### src/rtl/ascii_line_reader_if.sv
// Pixel input, transmitter handshake and status signals of ascii_line_reader.
// master: pixel source / serial transmitter side. slave: the line reader.
interface ascii_line_reader_if;
  logic       pix_valid;
  logic [7:0] pix_char;
  logic [7:0] tx_data;
  logic       tx_valid;
  logic       tx_ready;
  logic       busy;
  logic       ovf;

  modport master (
    output pix_valid, pix_char, tx_ready,
    input  tx_data, tx_valid, busy, ovf
  );

  modport slave (
    input  pix_valid, pix_char, tx_ready,
    output tx_data, tx_valid, busy, ovf
  );
endinterface

### src/rtl/ascii_line_reader.sv
// ascii_line_reader: samples one ASCII code every DECIM pixels of a video line
// into a ping-pong pair of N-byte banks and streams completed lines out over a
// valid/ready byte interface, followed by a line terminator.
// Build option: define ASCII_LINE_CRLF_EN for a CR+LF terminator; default is LF only.
//
//  state  | meaning
//  IDLE   | no line being sent, waiting for a full bank
//  CHAR   | sending the N characters of the read bank
//  CR     | sending 0x0D (only with ASCII_LINE_CRLF_EN)
//  LF     | sending 0x0A, bank released on transfer
module ascii_line_reader #(
  parameter int LINE_W = 640,
  parameter int DECIM  = 8
) (
  input  logic clk,
  input  logic rst_n,
  ascii_line_reader_if.slave bus
);
  localparam int N      = LINE_W / DECIM;
  localparam int X_W    = (LINE_W > 1) ? $clog2(LINE_W) : 1;
  localparam int IDX_W  = (N > 1) ? $clog2(N) : 1;
  localparam int DEC_SH = $clog2(DECIM);

  typedef enum logic [1:0] {S_IDLE, S_CHAR, S_CR, S_LF} state_t;

  logic [7:0]       r_mem [2][N];
  logic [X_W-1:0]   r_x;
  logic             r_sync;
  logic             r_wbank;
  logic             r_rbank;
  logic [1:0]       r_full;
  logic             r_ovf;
  state_t           r_state;
  logic [IDX_W-1:0] r_idx;
  logic [7:0]       r_tx_data;
  logic             r_tx_valid;

  logic             w_pix_ok;
  logic             w_last;
  logic             w_sample;
  logic [IDX_W-1:0] w_wr_idx;
  logic [7:0]       w_char_map;
  logic             w_xfer;
  logic             w_release;
  logic             w_wbank_free;
  logic [1:0]       w_full_nxt;
  logic [IDX_W-1:0] w_idx_nxt;

  // r_sync stays low after reset until pix_valid has been seen low, so a line
  // already in flight at reset is ignored instead of being picked up mid-way.
  assign w_pix_ok   = bus.pix_valid && r_sync;
  assign w_last     = w_pix_ok && (r_x == X_W'(LINE_W - 1));
  assign w_sample   = w_pix_ok && ((r_x & X_W'(DECIM - 1)) == '0);
  assign w_wr_idx   = IDX_W'(r_x >> DEC_SH);
  assign w_char_map = ((bus.pix_char >= 8'h20) && (bus.pix_char <= 8'h7E)) ? bus.pix_char : 8'h3F;
  assign w_xfer     = r_tx_valid && bus.tx_ready;
  assign w_release  = w_xfer && (r_state == S_LF);
  assign w_idx_nxt  = r_idx + IDX_W'(1);

  // A bank being released this very cycle counts as free. When both banks hold
  // unsent lines the write bank points at a full bank: writes are blocked and the
  // incoming line is dropped at completion.
  assign w_wbank_free = !r_full[r_wbank] || (w_release && (r_rbank == r_wbank));

  // Next bank-full flags: release by the reader, then capture of a completed line.
  always_comb begin
    w_full_nxt = r_full;
    if (w_release) w_full_nxt[r_rbank] = 1'b0;
    if (w_last && w_wbank_free) w_full_nxt[r_wbank] = 1'b1;
  end

  // Line buffer write; contents are don't-care after reset.
  always_ff @(posedge clk) begin
    if (w_sample && w_wbank_free) r_mem[r_wbank][w_wr_idx] <= w_char_map;
  end

  // Pixel counter, bank ownership and overflow pulse.
  always_ff @(posedge clk or negedge rst_n) begin
    if (!rst_n) begin
      r_x     <= '0;
      r_sync  <= 1'b0;
      r_wbank <= 1'b0;
      r_full  <= 2'b00;
      r_ovf   <= 1'b0;
    end else begin
      r_ovf  <= 1'b0;
      r_full <= w_full_nxt;
      if (!bus.pix_valid) begin
        r_x    <= '0;
        r_sync <= 1'b1;
      end else if (!r_sync || w_last) begin
        r_x <= '0;
      end else begin
        r_x <= r_x + X_W'(1);
      end
      if (w_last) begin
        if (w_wbank_free) r_wbank <= ~r_wbank;
        else              r_ovf   <= 1'b1;
      end
    end
  end

  // Read FSM with registered tx outputs; the first byte is loaded one cycle after
  // leaving IDLE, then each transfer loads the next byte with no bubble.
  always_ff @(posedge clk or negedge rst_n) begin
    if (!rst_n) begin
      r_state    <= S_IDLE;
      r_idx      <= '0;
      r_rbank    <= 1'b0;
      r_tx_data  <= 8'h00;
      r_tx_valid <= 1'b0;
    end else begin
      case (r_state)
        S_IDLE: begin
          r_tx_valid <= 1'b0;
          if (r_full[r_rbank]) begin
            r_state <= S_CHAR;
            r_idx   <= '0;
          end
        end
        S_CHAR: begin
          if (!r_tx_valid) begin
            r_tx_data  <= r_mem[r_rbank][r_idx];
            r_tx_valid <= 1'b1;
          end else if (bus.tx_ready) begin
            if (r_idx == IDX_W'(N - 1)) begin
`ifdef ASCII_LINE_CRLF_EN
              r_state   <= S_CR;
              r_tx_data <= 8'h0D;
`else
              r_state   <= S_LF;
              r_tx_data <= 8'h0A;
`endif
            end else begin
              r_idx     <= w_idx_nxt;
              r_tx_data <= r_mem[r_rbank][w_idx_nxt];
            end
          end
        end
        S_CR: begin
          if (w_xfer) begin
            r_state   <= S_LF;
            r_tx_data <= 8'h0A;
          end
        end
        S_LF: begin
          if (w_xfer) begin
            r_tx_valid <= 1'b0;
            r_rbank    <= ~r_rbank;
            r_idx      <= '0;
            r_state    <= r_full[~r_rbank] ? S_CHAR : S_IDLE;
          end
        end
        default: r_state <= S_IDLE;
      endcase
    end
  end

  assign bus.tx_data  = r_tx_data;
  assign bus.tx_valid = r_tx_valid;
  assign bus.ovf      = r_ovf;
  assign bus.busy     = (r_state != S_IDLE) || (|r_full);
endmodule

### src/flat_wrapper.sv
// flat-port wrapper written by rule: the top's interface ports become plain ports
module ascii_line_reader_flat 
#(
  parameter int LINE_W = 640,
  parameter int DECIM  = 8
)
  (clk, rst_n, bus_pix_valid, bus_pix_char, bus_tx_ready, bus_tx_data, bus_tx_valid, bus_busy, bus_ovf);
  ascii_line_reader_if bus_i ();
  input  logic clk;
  input  logic rst_n;
  input wire logic [$bits(bus_i.pix_valid)-1:0] bus_pix_valid;
  input wire logic [$bits(bus_i.pix_char)-1:0] bus_pix_char;
  input wire logic [$bits(bus_i.tx_ready)-1:0] bus_tx_ready;
  output wire logic [$bits(bus_i.tx_data)-1:0] bus_tx_data;
  output wire logic [$bits(bus_i.tx_valid)-1:0] bus_tx_valid;
  output wire logic [$bits(bus_i.busy)-1:0] bus_busy;
  output wire logic [$bits(bus_i.ovf)-1:0] bus_ovf;
  assign bus_i.pix_valid = bus_pix_valid;
  assign bus_i.pix_char = bus_pix_char;
  assign bus_i.tx_ready = bus_tx_ready;
  assign bus_tx_data = bus_i.tx_data;
  assign bus_tx_valid = bus_i.tx_valid;
  assign bus_busy = bus_i.busy;
  assign bus_ovf = bus_i.ovf;
  ascii_line_reader #(.LINE_W(LINE_W), .DECIM(DECIM)) u_core (.clk(clk), .rst_n(rst_n), .bus(bus_i));
endmodule
### config.mk
export PLATFORM = sky130hd
export DESIGN_NAME = ascii_line_reader_flat
export DESIGN_NICKNAME = d
export VERILOG_FILES = /design/src/rtl/ascii_line_reader_if.sv /design/src/rtl/ascii_line_reader.sv /design/src/flat_wrapper.sv
export SDC_FILE = /design/constraint.sdc
export NUM_CORES = 2
export LEC_CHECK = 0
export ABC_AREA = 1
export BUFFER_PORTS_ARGS = -buffer_cell sky130_fd_sc_hd__clkbuf_2
export CAP_MARGIN = 0
export CORE_MARGIN = 2
export CORE_UTILIZATION = 35
export DETAILED_ROUTE_END_ITERATION = 6
export PLACE_DENSITY_LB_ADDON = 0.05
export SLEW_MARGIN = 20
export SYNTH_ARGS = -nofsm -noshare
export SYNTH_HDL_FRONTEND = slang
export SYNTH_SLANG_ARGS = --single-unit
export TNS_END_PERCENT = 20
### constraint.sdc
create_clock -name clk -period 2.7 [get_ports clk]
set_clock_uncertainty 0.1 [all_clocks]
set_input_delay 0.405 -clock clk [delete_from_list [all_inputs] [get_ports clk]]
set_output_delay 0.405 -clock clk [all_outputs]
set_load 0.02 [all_outputs]
Word-level counts from Yosys, hierarchy flattened
Memory sizes are Yosys's and may differ from the RTL's.
Index checks and enable logic that the tools add are counted.
Storage, ports and cells
  register bits: 34
  RAM bits: 1280
  bits of input ports: 12
  output and inout bits: 11
  logic and storage cells: 123
  memories: 1
Cells by class
  add/sub/neg operators: 2
  order comparisons: 11
  equality and inequality tests: 14
  muxes and demuxes: 48
  bitwise logic cells: 8
  reduce and logical (&&, ||, !) cells: 29
Memory list
  u_core.r_mem: depth 2, bits a word 640, rd ports 1, clocked after Yosys merged registers in 0, write ports 1, line ascii_line_reader.sv:26  | logic [7:0] r_mem [2][N];
Operators by type and width (number)
  $mux 640: 1
  $bmux 8 s7: 2
  $mux 8: 10
  $demux 8 s7: 1
  $mux 7: 5
  $ge 8x8->1 const B: 3
  $not 7->8: 3
  $pmux 7 s3: 1
  $mux 10: 2
  $mux 2: 8
  $pmux 8 s2: 1
  $mux 1: 13
  $logic_and 1x1->1: 12
  $reduce_and 6->1: 2
  $add 10x1->10 const B: 1
  $eq 10x10->1 const B: 1
  $logic_not 10->1: 1
  $ne 2x1->1 const B: 5
  $ge 8x6->1 const B: 1
  $le 8x7->1 const B: 1
  $lt 8x1->1 const B: 1
  $pmux 2 s4: 1
  $add 7x1->7 const B: 1
  $eq 7x7->1 const B: 1
  other kinds (21): 34

Longest topological paths before layout
  depth in word-level cells: 9
  depth in mapped cells: 20
  depth with buffers taken out: 17

Worst setup path before layout
No wires, ideal clock.
  path kind: input port to flip-flop
  from: in bus_pix_char[1]
  to: mem u_core.r_mem[0][102] (netlist name), data pin
  library setup time: 0.946 ns
  arrival time: 4.397 ns
  required time: 1.654 ns
  slack: -2.743 ns
  stages: 5
  buffers on the path: 0
  cell sequence: inv_1 -> nor4_1 -> nand4_1 -> o211ai_1 -> nor2_1
On the way
  longest elaborated chain between the ends: 3
  elaborated cells on any way between the ends: 4
  classes of those cells: order compare (2); mux (1); reduce/logical (1)
Ends and longest elaborated chain
  from (decl): line flat_wrapper.sv:12  | input wire logic [$bits(bus_i.pix_char)-1:0] bus_pix_char;
  $ge 8x6->1 / $le 8x7->1 (equally long branches): line ascii_line_reader.sv:55  | assign w_char_map = ((bus.pix_char >= 8'h20) && (bus.pix_char <= 8'h7E)) ? bus.pix_char : 8'h3F;
  $logic_and 1x1->1 (*): line ascii_line_reader.sv:55
  $mux 8 (*): line ascii_line_reader.sv:55
  named net u_core.w_char_map[6]: line ascii_line_reader.sv:42  | logic [7:0] w_char_map;
  to (decl): line ascii_line_reader.sv:26
The timed path passes the listed nets; every way through them passes the cells marked *.

Worst setup path in the final report
  from: reg u_core.r_rbank
  to: reg u_core.r_tx_data[4], in the netlist u_core.bus.tx_data[4]
On the way
  longest elaborated chain between the ends: 8
  elaborated cells on any way between the ends: 11
  classes of those cells: mux (10); memory (1)
Ends and longest elaborated chain
  from (decl): line ascii_line_reader.sv:30  | logic r_rbank;
  from (signal assigned): line ascii_line_reader.sv:149  | r_rbank <= ~r_rbank;
  $mem_v2 2x640 (*)
  $bmux 8 s7: line ascii_line_reader.sv:136  | r_tx_data <= r_mem[r_rbank][w_idx_nxt];
  $mux 8 (not written as such) (2 in series): line ascii_line_reader.sv:136
  $mux 8: line ascii_line_reader.sv:126  | if (r_idx == IDX_W'(N - 1)) begin
  $mux 8: line ascii_line_reader.sv:125  | end else if (bus.tx_ready) begin
  $mux 8 (*): line ascii_line_reader.sv:122  | if (!r_tx_valid) begin
  $pmux 8 s2 (*): line ascii_line_reader.sv:113  | case (r_state)
  to (signal assigned): line ascii_line_reader.sv:123  | r_tx_data <= r_mem[r_rbank][r_idx];
  to (signal assigned): line ascii_line_reader.sv:136
  to (decl): line ascii_line_reader.sv:35  | logic [7:0] r_tx_data;
Mark *: on every way between the ends. The rest lies on a longest branch, timed or not. The select of a mux whose other input is x is not followed.
A chain may end at the register's enable or synchronous reset.

==> flow_metrics.py <==
metrics = {
    "outcome": {
        "outcome": "finished with violations",
        "violations": "DRC, setup timing",
    },
    "pwr": {
        "ir_worst_vdd_mv": 0.7016,
        "leakage_nw": 30.55,
        "p_total_w": 0.04352,
        "p_per_area_nw_per_um2": 563.9,
    },
    "grt": {
        "grt_pass1_wl_um": 326900,
        "grt_start_max_net_pins": 82,
        "antenna_found_initial": 6,
        "gr-total-overflow": 0,
        "grt_pass1_vias": 45810,
        "grtUsageTotal_pct": 24.95,
    },
    "timing": {
        "fmax_ghz": 0.3473,
        "final_hold_viol_count": 0,
        "slew_headroom_pct": 29.68,
        "setup_viol": 471,
        "hold_ws_ps": 89.16,
        "worst_slew_pin_slew_ps": 1055,
        "setup_slack_ps": -179.4,
        "slew_viol_final": 0,
        "final.min_clock_period_ps": 2879,
        "finalCritPeriodShare_pct": 106.6,
        "rsz0062_at_grt": "true",
    },
    "logic_synthesis": {
        "yosys_warnings": 0,
        "synthTopCellsByCount": "nand2_1, nand3_1, edfxtp_1, or2_2, o21ai_0",
        "synth_edf_count": 1280,
        "seq_area_frac_synth_pct": 63.58,
        "syn-cell-area_um2": 61800,
        "muxShareOfSynthArea_pct": 0.8099,
        "synth_area_leaders": "edfxtp_1, nand3_1, nand2_1",
        "async_flop_share_pct": 2.588,
        "synth_fa_ha_area_share_pct": 0.1822,
        "ys.flop_type": "edfxtp_1",
        "yosys.cell_types.count": 48,
        "synth-xor-area-share_pct": 0.1377,
        "syn_inst": 6067,
        "avgSynthCellArea_um2": 10.19,
        "synthSimpleGateAreaFrac_pct": 25.74,
        "synth_compound_area_share_pct": 5.102,
        "synth_top_family_by_area": "simple AND/OR/NAND/NOR gates",
        "yosysMostFrequentCell": "nand2_1",
        "ys_ff_latch": 1314,
        "synth_area_leader_cell": "edfxtp_1",
        "synth_top_area_share_pct": 62.20,
    },
    "critical_path": {
        "critPathRequiredTime_ps": 3300,
        "criticalPathCategory": "register to register",
        "regToRegStartpoint": "u_core.r_rbank",
        "arrival_ps": 3480,
        "reg2reg_depth": 15,
        "critPathMaxFanout": 19,
        "crit_path_end_kind": "register",
        "worstSetupStartpointType": "register",
        "r2r_slack_ps": -180,
        "r2r_end": "u_core.bus.tx_data[4]",
    },
    "die": {
        "rows": 154,
        "die_h_um": 424.2,
        "core-area_um2": 175700,
        "initial_core_util_pct": 35.17,
        "design.portCount": 23,
        "fp.dieArea_um2": 179900,
        "die_w_um": 424.2,
    },
    "finish": {
        "antenna_cells": 0,
        "post-route-cell-area_um2": 77180,
        "drive_above_1_share_pct": 20.79,
        "area_delta_synth_final_pct": 24.89,
        "nets": 6678,
        "final_cells": 9122,
    },
    "routing": {
        "drtPass1Iterations": 7,
        "wl_um": 228400,
        "post_drt_wl_per_cell_um": 25.04,
        "post-route-drc-count": 2,
        "via_count": 48000,
        "routed_via_density": 5.262,
        "drtIter0Drc": 5082,
        "detail-route-antenna-nets": 0,
    },
    "clock_tree": {
        "cts.sinks": 1314,
        "tritoncts": "built",
        "clkSlewWorstSetupHoldPaths_ps": 60,
        "cts_inserted_buffers": 153,
        "ctsHtreeMaxLevel": 4,
        "cts_root_buf": "clkbuf_16",
        "cts_max_path_buffers": 3,
        "clkLatencyLatePin_ps": 800,
    },
    "worst_hold_path": {
        "holdPathEnd": "u_core.r_mem[1][19]",
        "hold_start": "bus_pix_char[3]",
        "hold_path_class": "input pin to register",
        "worstHoldPathCells": 4,
    },
    "placement": {
        "dp_cells": 8803,
        "port_buffers": 22,
        "gp_congestion": 0.9057,
        "place_area_um2": 69880,
        "place_hpwl_um": 151900,
    },
    "run": {
        "drv_cap": 0,
    },
}
==> final cells by class <==
class	instances	area (µm²)
Tap cell	2340	2928
Fill cell	16600	98550
Clock inverter	91	785.8
Clock buffer	189	4113
Multi-Input combinational cell	4335	21840
Timing Repair Buffer	707	7540
Timing Repair inverter	2	32.53
Sequential cell	1314	39310
Inverter	144	634.4
==> state kept, by name, indices dropped and copies added (netlist names), 2 cells and up <==
| name | cells |
|---|---|
| u_core.bus.tx_data | 8 |
| u_core.r_full | 2 |
| u_core.r_idx | 7 |
| u_core.r_mem | 1280 |
| u_core.r_state | 2 |
| u_core.r_x | 10 |
==> worst max-delay path, cell delays in order, from the launching register on <==
cell	delay, ps
dfrtp_4	500
buf_12	210
clkinv_16	140
buf_16	210
o21ai_0	520
nand2_1	110
nand3_1	130
nand3_1	90
nand2_1	80
nand2_1	60
nand3_2	130
nand3_4	130
nand3_2	140
nand2_1	60
nand3_1	80
nand2_1	50
==> metal layers <==
metal  up-vias  track usage (%)  wire, µm
li1      22490                -         -
met1     23680            35.45    103000
met2      1530            40.03    106100
met3       300            2.811     12410
met4         0            7.734      6844
met5         -                0         0
==> cell families after synthesis <==
| family | count (synthesis) |
|---|---|
| other | 1 |
| adders and majority gates | 9 |
| buffers and inverters | 577 |
| and+or+nand+nor | 3571 |
| xor gates and xnor gates | 8 |
| DFF | 1314 |
| muxes | 50 |
| AOI/OAI and AO/OA | 537 |
==> worst max-delay path by stage <==
stage | start | end | slack (ps) | cells past startpoint
after global routing | u_core.r_rbank | u_core.bus.tx_data[3] | -230 | 18
after floorplan | bus_pix_char[2] | u_core.r_mem[0][100] | -1000 | 6
final | u_core.r_rbank | u_core.bus.tx_data[4] | -180 | 15
after detailed placement | u_core.r_rbank | u_core.bus.tx_data[0] | -380 | 15
after CTS | u_core.r_rbank | u_core.bus.tx_data[0] | -100 | 16
after global placement | u_core.r_idx[0] | u_core.bus.tx_data[1] | -430 | 17
==> where the power goes <==
part	internal (W)	switching, W
clock network	0.0120	0.00857
logic	0.000149	0.000475
registers	0.0224	0.00000261
total	0.0345	0.00905
==> stage by stage <==
stage               worst slack [ps]  TNS [ps]  utilization [%]
floorplan                     -997.2   -700180                -
global placement              -427.1   -158590            39.77
detailed placement            -383.3   -183660            39.77
CTS                           -104.9     -8713            43.25
global route                  -226.8   -103120            43.92
finish                        -179.4    -13940            43.92
==> repair_timing <==
item,in CTS,in global routing
resized for setup,211,270
gates cloned,6,4
setup buffers,17,8
hold buffers,4,0
setup endpoints to repair,1289,1288
endpoints found under the hold margin,37,0
pin swaps,15,39
==> cell usage in the layout (no fill, tap or decap), types with 23 or more instances in the layout <==
cell / n
nand2_1: 1669
nand3_1: 1317
edfxtp_1: 1280
buf_4: 460
or2_2: 204
clkbuf_16: 164
conb_1: 160
o211ai_1: 153
buf_12: 137
o21ai_0: 135
o21ai_1: 130
inv_1: 121
nor2_1: 99
nand3_2: 76
buf_6: 66
a21oi_1: 55
nor3_1: 53
mux2i_1: 48
clkinv_1: 37
o21ai_2: 34
clkinv_2: 32
clkbuf_1: 29
dfrtp_1: 28
nor2_4: 23
nand2_2: 23
Note: power is estimated with default switching activity, not from simulation.
